`src/rtl/clkdiv_nco.sv`:
```
// ---------------------------------------------------------------------------
// clkdiv_nco
//   Fractional clock divider built as a phase-accumulator NCO. It derives an
//   output rate F1 from the system clock F0 with no cumulative error. The
//   accumulator adds 'inc' every enabled cycle. Each carry out of the top bit
//   marks one output period.
//
//   Outputs
//     tick      1-cycle strobe, one per output period. Consumers use it as a
//               clock enable.
//     out       approx. 50% duty square wave: the registered accumulator MSB.
//     cfg_ready high while no new increment is waiting to be applied.
//
//   Average tick rate is F0*inc/2^ACC_W. Period jitter is at most one clk
//   cycle.
//
// Ports
//   clk        in   1      system clock, all logic on posedge
//   rst_n      in   1      asynchronous active-low reset, synchronous release
//   en         in   1      1: accumulate; 0: hold acc/out, tick forced 0
//   sync       in   1      phase restart: acc, tick and out go to 0
//   cfg_inc    in   ACC_W  new increment
//   cfg_valid  in   1      cfg_inc valid
//   cfg_ready  out  1      ready to accept cfg_inc (registered)
//   tick       out  1      1-cycle strobe per output period (registered)
//   out        out  1      square wave, registered accumulator MSB
//
// Config handshake (valid/ready)
//   A transfer happens on a rising clk edge where cfg_valid & cfg_ready.
//   After that edge the increment is held as pending and cfg_ready is low.
//   The pending increment becomes active on the first edge with any of:
//     - a wrap (en=1 and carry=1); the wrap step itself still uses the old
//       increment,
//     - sync=1,
//     - a current increment of 0, so a frozen accumulator cannot deadlock.
//   cfg_ready returns high right after the apply edge. The source may hold
//   cfg_valid high while cfg_ready is low; nothing is taken until ready.
// ---------------------------------------------------------------------------
module clkdiv_nco #(
    parameter int unsigned F0    = 50_000_000,
    parameter int unsigned F1    = 115_200,
    parameter int          ACC_W = 32
) (
    input  logic             clk,
    input  logic             rst_n,
    input  logic             en,
    input  logic             sync,
    input  logic [ACC_W-1:0] cfg_inc,
    input  logic             cfg_valid,
    output logic             cfg_ready,
    output logic             tick,
    output logic             out
);

    // Default increment round(F1*2^ACC_W/F0). The 64-bit arithmetic keeps the
    // shifted numerator exact for every legal ACC_W.
    localparam logic [63:0] INC0_W =
        ((64'(F1) << ACC_W) + (64'(F0) >> 1)) / 64'(F0);
    localparam logic [ACC_W-1:0] INC0 = INC0_W[ACC_W-1:0];

    if (ACC_W < 8 || ACC_W > 32) begin : g_bad_acc_w
        $error("clkdiv_nco: ACC_W must be in 8..32");
    end

    if (INC0_W >= (64'd1 << (ACC_W - 1))) begin : g_bad_f1
        $error("clkdiv_nco: F1 must not exceed F0/2");
    end

    // -----------------------------------------------------------------------
    // State
    // -----------------------------------------------------------------------
    logic [ACC_W-1:0] acc_q,      acc_d;
    logic [ACC_W-1:0] inc_q,      inc_d;
    logic [ACC_W-1:0] pend_inc_q, pend_inc_d;
    logic             pend_q,     pend_d;
    logic             ready_q,    ready_d;
    logic             tick_q,     tick_d;
    logic             out_q,      out_d;

    // -----------------------------------------------------------------------
    // Datapath and control
    // -----------------------------------------------------------------------
    logic [ACC_W:0] sum;     // one extra bit holds the carry (wrap)
    logic           carry;
    logic           accept;  // handshake transfer this edge
    logic           apply;   // pending increment becomes active this edge

    always_comb begin
        sum    = {1'b0, acc_q} + {1'b0, inc_q};
        carry  = sum[ACC_W];
        accept = cfg_valid & ready_q;
        // accept needs pend_q=0 and apply needs pend_q=1, so the two never
        // happen on the same edge.
        apply  = pend_q & (sync | (en & carry) | (inc_q == '0));
    end

    always_comb begin
        acc_d      = acc_q;
        tick_d     = 1'b0;
        out_d      = out_q;
        inc_d      = inc_q;
        pend_d     = pend_q;
        pend_inc_d = pend_inc_q;

        // Phase accumulator. sync has priority over en.
        if (sync) begin
            acc_d = '0;
            out_d = 1'b0;
        end else if (en) begin
            acc_d  = sum[ACC_W-1:0];
            tick_d = carry;
            out_d  = sum[ACC_W-1];
        end

        // Increment update. The wrap step above already used the old inc_q.
        if (apply) begin
            inc_d  = pend_inc_q;
            pend_d = 1'b0;
        end else if (accept) begin
            pend_inc_d = cfg_inc;
            pend_d     = 1'b1;
        end

        // cfg_ready is its own flop that always mirrors ~pend.
        ready_d = ~pend_d;
    end

    always_ff @(posedge clk or negedge rst_n) begin
        if (!rst_n) begin
            acc_q      <= '0;
            inc_q      <= INC0;
            pend_inc_q <= '0;
            pend_q     <= 1'b0;
            ready_q    <= 1'b1;
            tick_q     <= 1'b0;
            out_q      <= 1'b0;
        end else begin
            acc_q      <= acc_d;
            inc_q      <= inc_d;
            pend_inc_q <= pend_inc_d;
            pend_q     <= pend_d;
            ready_q    <= ready_d;
            tick_q     <= tick_d;
            out_q      <= out_d;
        end
    end

    assign cfg_ready = ready_q;
    assign tick      = tick_q;
    assign out       = out_q;

endmodule

```
`config.mk`:
```
export PLATFORM = sky130hd
export DESIGN_NAME = clkdiv_nco
export DESIGN_NICKNAME = d
export VERILOG_FILES = /design/src/rtl/clkdiv_nco.sv
export SDC_FILE = /design/constraint.sdc
export NUM_CORES = 1
export LEC_CHECK = 0
export ABC_AREA = 1
export CAP_MARGIN = 10
export CORE_MARGIN = 2
export CORE_UTILIZATION = 35
export CTS_CLUSTER_SIZE = 16
export DETAILED_ROUTE_END_ITERATION = 6
export SLEW_MARGIN = 20
export SYNTH_ARGS = -nofsm -noshare
export SYNTH_HDL_FRONTEND = slang
export SYNTH_SLANG_ARGS = --single-unit
```
`constraint.sdc`:
```
create_clock -name clk -period 2.5 [get_ports clk]
set_input_delay 0.375 -clock clk [delete_from_list [all_inputs] [get_ports clk]]
set_output_delay 0.375 -clock clk [all_outputs]
set_load 0.02 [all_outputs]
```
# ---- Yosys cells after proc, flatten, opt, wreduce, memory -nomap -nowiden
# Cells that the tools add are included.
dict set report word_totals {
  wordCells 26
  inputBits 37
  register_bits 100
}
dict set report classes {
  mux 8
  reduce_logical 3
  bitwise 7
  addsub 1
}
# cell n
set ops {}
lappend ops {{32-bit 2-to-1 mux} 2}
lappend ops {{32-bit by 32-bit adder with 33-bit output} 1}
lappend ops {{32-bit logical NOT} 1}
lappend ops {{1-bit 2-to-1 mux} 6}
lappend ops {{1-bit bitwise AND} 3}
lappend ops {{1-bit inverter} 2}
lappend ops {{1-bit bitwise OR} 2}
lappend ops {{2-bit AND reduction} 1}
lappend ops {{2-bit nonzero test} 1}

# ---- Logic depth before layout (Yosys ltp)
# Gate-level depths: netlist of run 1.
dict set report logic_depth {
  ltp_word 7
  depth_mapped 19
}

# ---- Worst setup path before layout of run 1
# Ideal clock, no wire load.
dict set report synth_path {
  kind {register to register}
  from {register inc_q[0]}
  to {register pend_inc_q[10]}
  stages_incl_launch_ff 20
  setup_slack_ns 0.113
  t_arrival_ns 2.270
  n_path_buf 2
  cell_sequence {dfstp_2 > ha_1 > inv_1 > fa_1 > inv_1 > nand2_1 > nand2_1 > nand3_1 > nand2_2 > nand2_1 > nand2_2 > nand2_1 > nand2_1 > nand2_2 > nand2_4 > nand2_2 > buf_6 > buf_6 > nand3_1 > nand2_1}
}
dict set report synth_via {
  elab_chain_len 7
  elab_cells_between_ends 8
}
# item line
set synth_lines {}
lappend synth_lines {{start, declared} 73} ;# logic [ACC_W-1:0] inc_q, inc_d;
lappend synth_lines {{start signal, assigned} 139} ;# inc_q <= inc_d;
lappend synth_lines {{32-bit by 32-bit adder with 33-bit output} 89} ;# sum = {1'b0, acc_q} + {1'b0, inc_q};
lappend synth_lines {{1-bit bitwise AND} 94} ;# apply = pend_q & (sync | (en & carry) | (inc_q == '0));
lappend synth_lines {{1-bit bitwise OR} 94}
lappend synth_lines {{1-bit bitwise OR (*)} 94}
lappend synth_lines {{1-bit bitwise AND (*)} 94}
lappend synth_lines {{1-bit inverter (no source line) (*)} -}
lappend synth_lines {{2-bit AND reduction (no source line) (*)} -}
lappend synth_lines {{end signal, assigned} 140} ;# pend_inc_q <= pend_inc_d;
lappend synth_lines {{end, declared} 74} ;# logic [ACC_W-1:0] pend_inc_q, pend_inc_d;
# Mark *: on every way between the ends. The rest lies on a longest branch, timed or not.
# A chain may end at the register's enable or synchronous reset.

# ---- Final worst setup path of run 1
dict set report layout_path {
  from {register inc_q[0]}
  to {register pend_inc_q[23]}
}
# The elaborated chain is that of the path after synthesis.

==> out/qor.yml, run 1 <==
status: "finished, final reports clean"
path_buf_inv: 4
cp_slowest_stage_delay_ns: 0.56
cpMaxStageDelayCell: "dfstp_2"
clock-skew-final_ns: 0.00781
clock_latency_ns: 0.36
finalHoldViolCount: 0
reg2reg_to: "pend_inc_q[23]"
viasPerCell: 4.97
synthFlopType: "dfrtp_1"
ys_types: 31
ys_seq_area_share_pct: 42.2
synth_seq_cells: 99
path_class: "reg -> reg"
required_ns: 2.80
die_x_um: 134
synth-xor-area-share_pct: 0
ir_worst_vdd_mv: 0.487
synthToLayoutAreaGrowth_pct: 26.2
final_layout_size_suffix_gt1_share_pct: 14.8
arrival_ns: 2.75
r2r_start: "inc_q[0]"
antenna_found_initial: 0
synth-adder-area-share_pct: 7.10
grt_pass1_vias: 5451
grt.total_usage_pct: 18.6
synth.most_common_cell: "nand2_1"
max_freq_mhz: 407
dieArea_um2: 18000
min_period_over_period_pct: 98.2
drt_drc_violations_left: 0
synth_area_um2: 5920
rows: 47
synth_top_family_by_area: "simple AND/OR/NAND/NOR gates"
dp_hpwl_um: 11300
clk_pin_slew_worst_paths_ns: 0.07
routedWlPerCell_um: 14.5
cts_tree: "done"
port_buffers: 39
start_util_pct: 35.7
powerDensity_nw_per_um2: 1030
die_h_um: 134
clockRootBuffer: "clkbuf_16"
finalSetupViolations: 0
clockBufferDepth: 2
crit_chain: "ha_4 -> inv_2 -> fa_2 -> inv_2 -> nand2_4 -> nand2_2 -> nand3_2 -> nand2_2 -> nand2_2 -> nand2_2 -> nand2_2 -> nand2_2 -> nand2_2 -> nand2_4 -> nand2_8 -> nand2_4 -> buf_6 -> buf_12 -> nand2_1 -> nand2_1"
overflow: 0
synth_top_area_cell: "dfrtp_1"
vias: 5553
maxSlewHeadroom_pct: 49.7
h-tree-depth: 3
yosys.area_share.simple_pct: 34.8
ys_async_sr_fraction_pct: 100
io_pins: 40
syn_area_per_cell_um2: 7.25
cts-buffers-inserted: 9
drtIter0Drc: 283
synth_compound_area_share_pct: 10.0
wl_um: 16200
yosys_warnings: 0
synth_edf_count: 0
final_util_pct: 45.1
gp_congestion: 0.956
dr.pass1.iters: 5
syn_nets: 886
yosys-top-cells-count: "311 x nand2_1, 89 x nand3_1, 82 x dfrtp_1"
design.core.area_um2: 16600
cp_top_family: "simple AND/OR/NAND/NOR gates"
hp-start: "pend_inc_q[11]"
finalCriticalPeriod_ns: 2.45
crit_fanout: 8
hold_depth: 2
grt_start_max_net_pins: 48
worstMarginPinSlew_ns: 0.755
rsz0062_at_grt: "yes"
finalWorstSetupSlack_ns: 0.0457
finalNetCount: 962
num_antenna_cells: 0
hold_class: "reg -> reg"
max_cap_violations: 0
reg2reg_slack_ns: 0.05
ant_nets: 0
synth_mux_area_share_pct: 0
synth_cells: 816
p_leak_uw: 0.00379
yosys-top-cells-area: "dfrtp_1 35%, nand2_1 20%, dfstp_2 7.5%, nand3_1 7.5%, ha_1 6.8%"
fin_hold_ws_ns: 0.474
grt_pass1_wl_um: 26800
cp-start-kind: "register"
endpoint_kind: "register"
cts.sinks: 99
synth_top_area_share_pct: 34.7
power_uw: 7710
cp_common_cell: "nand2_2"
rr_worst_depth: 20
slew_viol_final: 0
pre_cts_slack_ns: -0.0574
min_to: "pend_inc_q[11]"
[cell type report]
class	count	area (um^2)
clock buffers	10	229
clock inverters	6	73.8
fillers	1673	9110
inverters	53	199
multi-input cells	639	3260
flip-flops and latches	99	2500
well taps	220	275
repair buffers	90	936
[cells in the final DEF (no fill, tap or decap), drive strengths merged, types with 6 or more instances in the layout]
master / count
a21oi: 53
dfstp: 17
nand3: 89
clkdlybuf4s50: 38
nand2: 318
nor4: 7
dfrtp: 82
inv: 54
o21ai: 43
nor2: 66
buf: 49
clkbuf: 12
nor3: 6
ha: 32
[power breakdown]
group          total, uW  leakage [uW]  internal, uW  switching [uW]
registers           2900       0.00124          2320             580
logic               3350       0.00241          1370            1980
clock network       1450      0.000146           791             663
total               7710       0.00379          4480            3220
[layer usage]
metal / global-route usage (%) / wire, um / vias to the layer above
li1: - / - / 2834
met1: 25.8 / 7750 / 2577
met2: 30.4 / 7640 / 120
met3: 2.95 / 591 / 22
met4: 5.26 / 264 / 0
met5: 0 / 0 / -
[sequential cells by signal, summed over array words and instances (netlist names)]
signal,count
acc_q,32
pend_q,1
tick,1
pend_inc_q,32
inc_q,32
cfg_ready,1
[timing repair]
| action | in CTS | in global routing |
|---|---|---|
| hold buffers | 1 | 0 |
| endpoints found under the hold margin | 29 | 0 |
| pin swaps | 9 | 9 |
| buffers inserted | 23 | 4 |
| cloned | 4 | 3 |
| endpoints found under the setup margin | 65 | 71 |
| resized for setup | 34 | 24 |
[metrics by stage]
stage	area [um^2]	instances	setup TNS (ns)
6_report	7470	1117	0
3_5_place_dp	6660	1073	-1.54
3_3_place_gp	6660	1073	-0.0716
4_1_cts	7330	1115	-0.0640
5_1_grt	7470	1117	-2.41
2_1_floorplan	5920	816	0
[worst register-to-register path, stage by stage, from the launching register on]
cell and delay, ns:
dfstp_2 0.56, ha_4 0.13, inv_2 0.03, fa_2 0.34
inv_2 0.09, nand2_4 0.06, nand2_2 0.06, nand3_2 0.06
nand2_2 0.08, nand2_2 0.06, nand2_2 0.08, nand2_2 0.06
nand2_2 0.07, nand2_2 0.07, nand2_4 0.10, nand2_8 0.07
nand2_4 0.10, buf_6 0.13, buf_12 0.14, nand2_1 0.06
nand2_1 0.05
[worst max-delay path by stage]
stage | from | to | slack (ns) | cells after the start
2_1_floorplan | inc_q[0] | pend_inc_q[10] | 0.11 | 19
3_3_place_gp | inc_q[0] | acc_q[30] | -0.04 | 14
3_5_place_dp | inc_q[0] | pend_q | -0.06 | 18
4_1_cts | inc_q[0] | pend_inc_q[23] | -0.01 | 21
5_1_grt | inc_q[10] | acc_q[16] | -0.12 | 14
6_report | inc_q[0] | pend_inc_q[23] | 0.05 | 20
[cells by family (layout without fill, tap and decap cells)]
kind of cell,after synthesis,after routing
AND/OR/NAND/NOR,496,496
flip-flops,99,99
adder cells (fa/ha/maj),33,33
buffers and inverters,78,159
AO/OA/AOI/OAI,110,110
Power figures use the tool's default switching activity.
==> run 2, diff against run 1 <==
CORE_UTILIZATION = 45   (was 35)
CTS_BUF_LIST = sky130_fd_sc_hd__clkbuf_16   (was default)
PLACE_DENSITY = 0.66   (was default)
==> run 2 against run 1 <==
Compared with the run above: the flow now finishes with violations (negative setup slack); critical path depth unchanged; final cell count shrank 6.4%; combinational power down 4%; critical path type unchanged; critical endpoint is now pend_inc_q[22]; largest cell class unchanged.
==> out/qor.yml, run 2 (synthesized netlist as in run 1, its figures left out) <==
status: "complete, but fails checks"
start_util_pct: 46.5
port_buffers: 39
dr.pass1.iters: 5
slew_viol_final: 0
max_freq_mhz: 397
vias: 5623
synthToLayoutAreaGrowth_pct: 21.4
required_ns: 2.79
netSwitchingPower_uw: 3170
crit_fanout: 8
endpoint_kind: "register"
viasPerCell: 5.38
cp-start-kind: "register"
final_layout_size_suffix_gt1_share_pct: 12.1
grt_pass1_vias: 5317
cts_hold_buf: 0
met2_usage_pct: 36.2
placed_cells: 1021
ant_nets: 0
final_util_pct: 56.5
drtIter0Drc: 317
met1_usage_pct: 30.7
die_x_um: 119
rows: 41
power_frac_comb_pct: 42.1
p_leak_uw: 0.00369
cts_tree: "done"
routedWlPerCell_um: 14.9
clk_pin_slew_worst_paths_ns: 0.07
clockBufferDepth: 2
overflow: 0
p_int_uw: 4460
max_cap_violations: 0
arrival_ns: 2.81
reg.largest.list: "acc_q x32, inc_q x32, pend_inc_q x32"
grt_pass1_wl_um: 25500
finalNetCount: 939
fin_cells: 1046
min_period_over_period_pct: 101
layout_commonest_cell: "nand2_1"
sw_frac_of_total_pct: 41.5
busiest_layer: "met2"
die_h_um: 119
sequentialPowerShare_pct: 38.0
grt_start_max_net_pins: 100
gp_congestion: 0.960
cts.sinks: 99
crit_chain: "ha_4 -> inv_2 -> fa_2 -> inv_2 -> nand2_2 -> nand2_1 -> nand3_2 -> nand2_2 -> nand2_2 -> nand2_2 -> nand2_1 -> nand2_1 -> nand2_2 -> nand2_4 -> nand2_8 -> nand2_8 -> buf_12 -> buf_16 -> nand2_1 -> nand2_1"
cp_slowest_stage_delay_ns: 0.56
pre_cts_slack_ns: -0.0523
finalHoldViolCount: 0
cts-buffers-inserted: 9
violations: "negative setup slack"
grt.total_usage_pct: 22.5
clock-skew-final_ns: 0.00910
clockPowerShare_pct: 19.9
rsz0062_at_grt: "yes"
finalSetupViolations: 12
worstMarginPinSlew_ns: 0.750
dp_hpwl_um: 10800
finalSetupTns_ns: -0.0690
h-tree-depth: 3
final_cell_mix: "287 x nand2_1, 87 x nand3_1, 82 x dfrtp_1"
cpMaxStageDelayCell: "dfstp_2"
drt_drc_violations_left: 0
antenna_found_initial: 0
num-fill-cells: 1201
io_pins: 40
num_antenna_cells: 0
wl_um: 15500
powerDensity_nw_per_um2: 1060
fin_hold_ws_ns: 0.0766
finalCriticalPeriod_ns: 2.52
clockRootBuffer: "clkbuf_16"
dieArea_um2: 14100
path_class: "reg -> reg"
grt.met3_usage_pct: 2.56
clock_latency_ns: 0.35
hold_class: "in -> async"
maxSlewHeadroom_pct: 50.0
finalWorstSetupSlack_ns: -0.0164
design.core.area_um2: 12700
ir_worst_vdd_mv: 0.601
-- run 2: cell types whose count changed in the layout (fill, tap and decap cells not counted), sizes merged --
| cell | delta |
|---|---|
| dlygate4sd3 | -1 |
| clkbuf | -2 |
| bufinv | +1 |
| buf | -21 |
| clkinvlp | -1 |
| inv | +1 |
-- run 2: final timing paths --
kind,start,end,slack (ns),cells past startpoint
max in group asynchronous,rst_n,inc_q[17],2.01,2
min in group clk,pend_inc_q[7],pend_inc_q[7],0.47,2
hold / removal,rst_n,pend_inc_q[7],0.08,2
hold reg to reg,pend_inc_q[7],pend_inc_q[7],0.47,2
setup reg to reg,inc_q[0],pend_inc_q[22],-0.02,20
setup / recovery,inc_q[0],pend_inc_q[22],-0.02,20
-- run 2: repair_timing --
item | in CTS | in global routing
pin swaps | 3 | 14
resized for setup | 17 | 33
gates cloned | 3 | 2
endpoints found under the setup margin | 50 | 71
hold endpoints to repair | 0 | 0
buffers inserted | 4 | 1
-- run 2: power groups by stage --
| stage | Clock (uW) | Combinational, uW | Sequential [uW] |
|---|---|---|---|
| after global placement | 0 | 2800 | 2840 |
| after floorplan | 0 | 2220 | 2650 |
| after global routing | 1610 | 3630 | 2990 |
| after CTS | 1540 | 3100 | 2850 |
| after detailed placement | 0 | 2870 | 2860 |
| final | 1520 | 3210 | 2900 |
-- run 2: area by class of cell --
class	instances	area (um^2)	share of cell area, %
Clock inverter	7	93.8	1.31
Clock buffer	9	225	3.13
Inverter	53	199	2.77
Sequential cell	99	2500	34.8
Tap cell	172	215	2.99
Multi-Input combinational cell	639	3210	44.7
Timing Repair Buffer	67	742	10.3
-- run 2: worst max-delay path, delay by kind of cell, from the launching register on --
family        cells  cell delay, ns
fa+ha+maj         2            0.49
flops             1            0.56
simple gates     14            1.02
buf+inv           4            0.37
-- run 2: layer usage --
metal | wire length [um] | vias to the layer above
li1 | - | 2788
met1 | 7200 | 2654
met2 | 7290 | 150
met3 | 672 | 31
met4 | 378 | 0
met5 | 0 | -
-- run 2: per-stage QoR --
step           cell area [um^2]  total power, uW
2_1_floorplan              5920             4880
3_3_place_gp               6550             5630
3_5_place_dp               6550             5730
4_1_cts                    7080             7490
5_1_grt                    7190             8220
6_report                   7190             7630
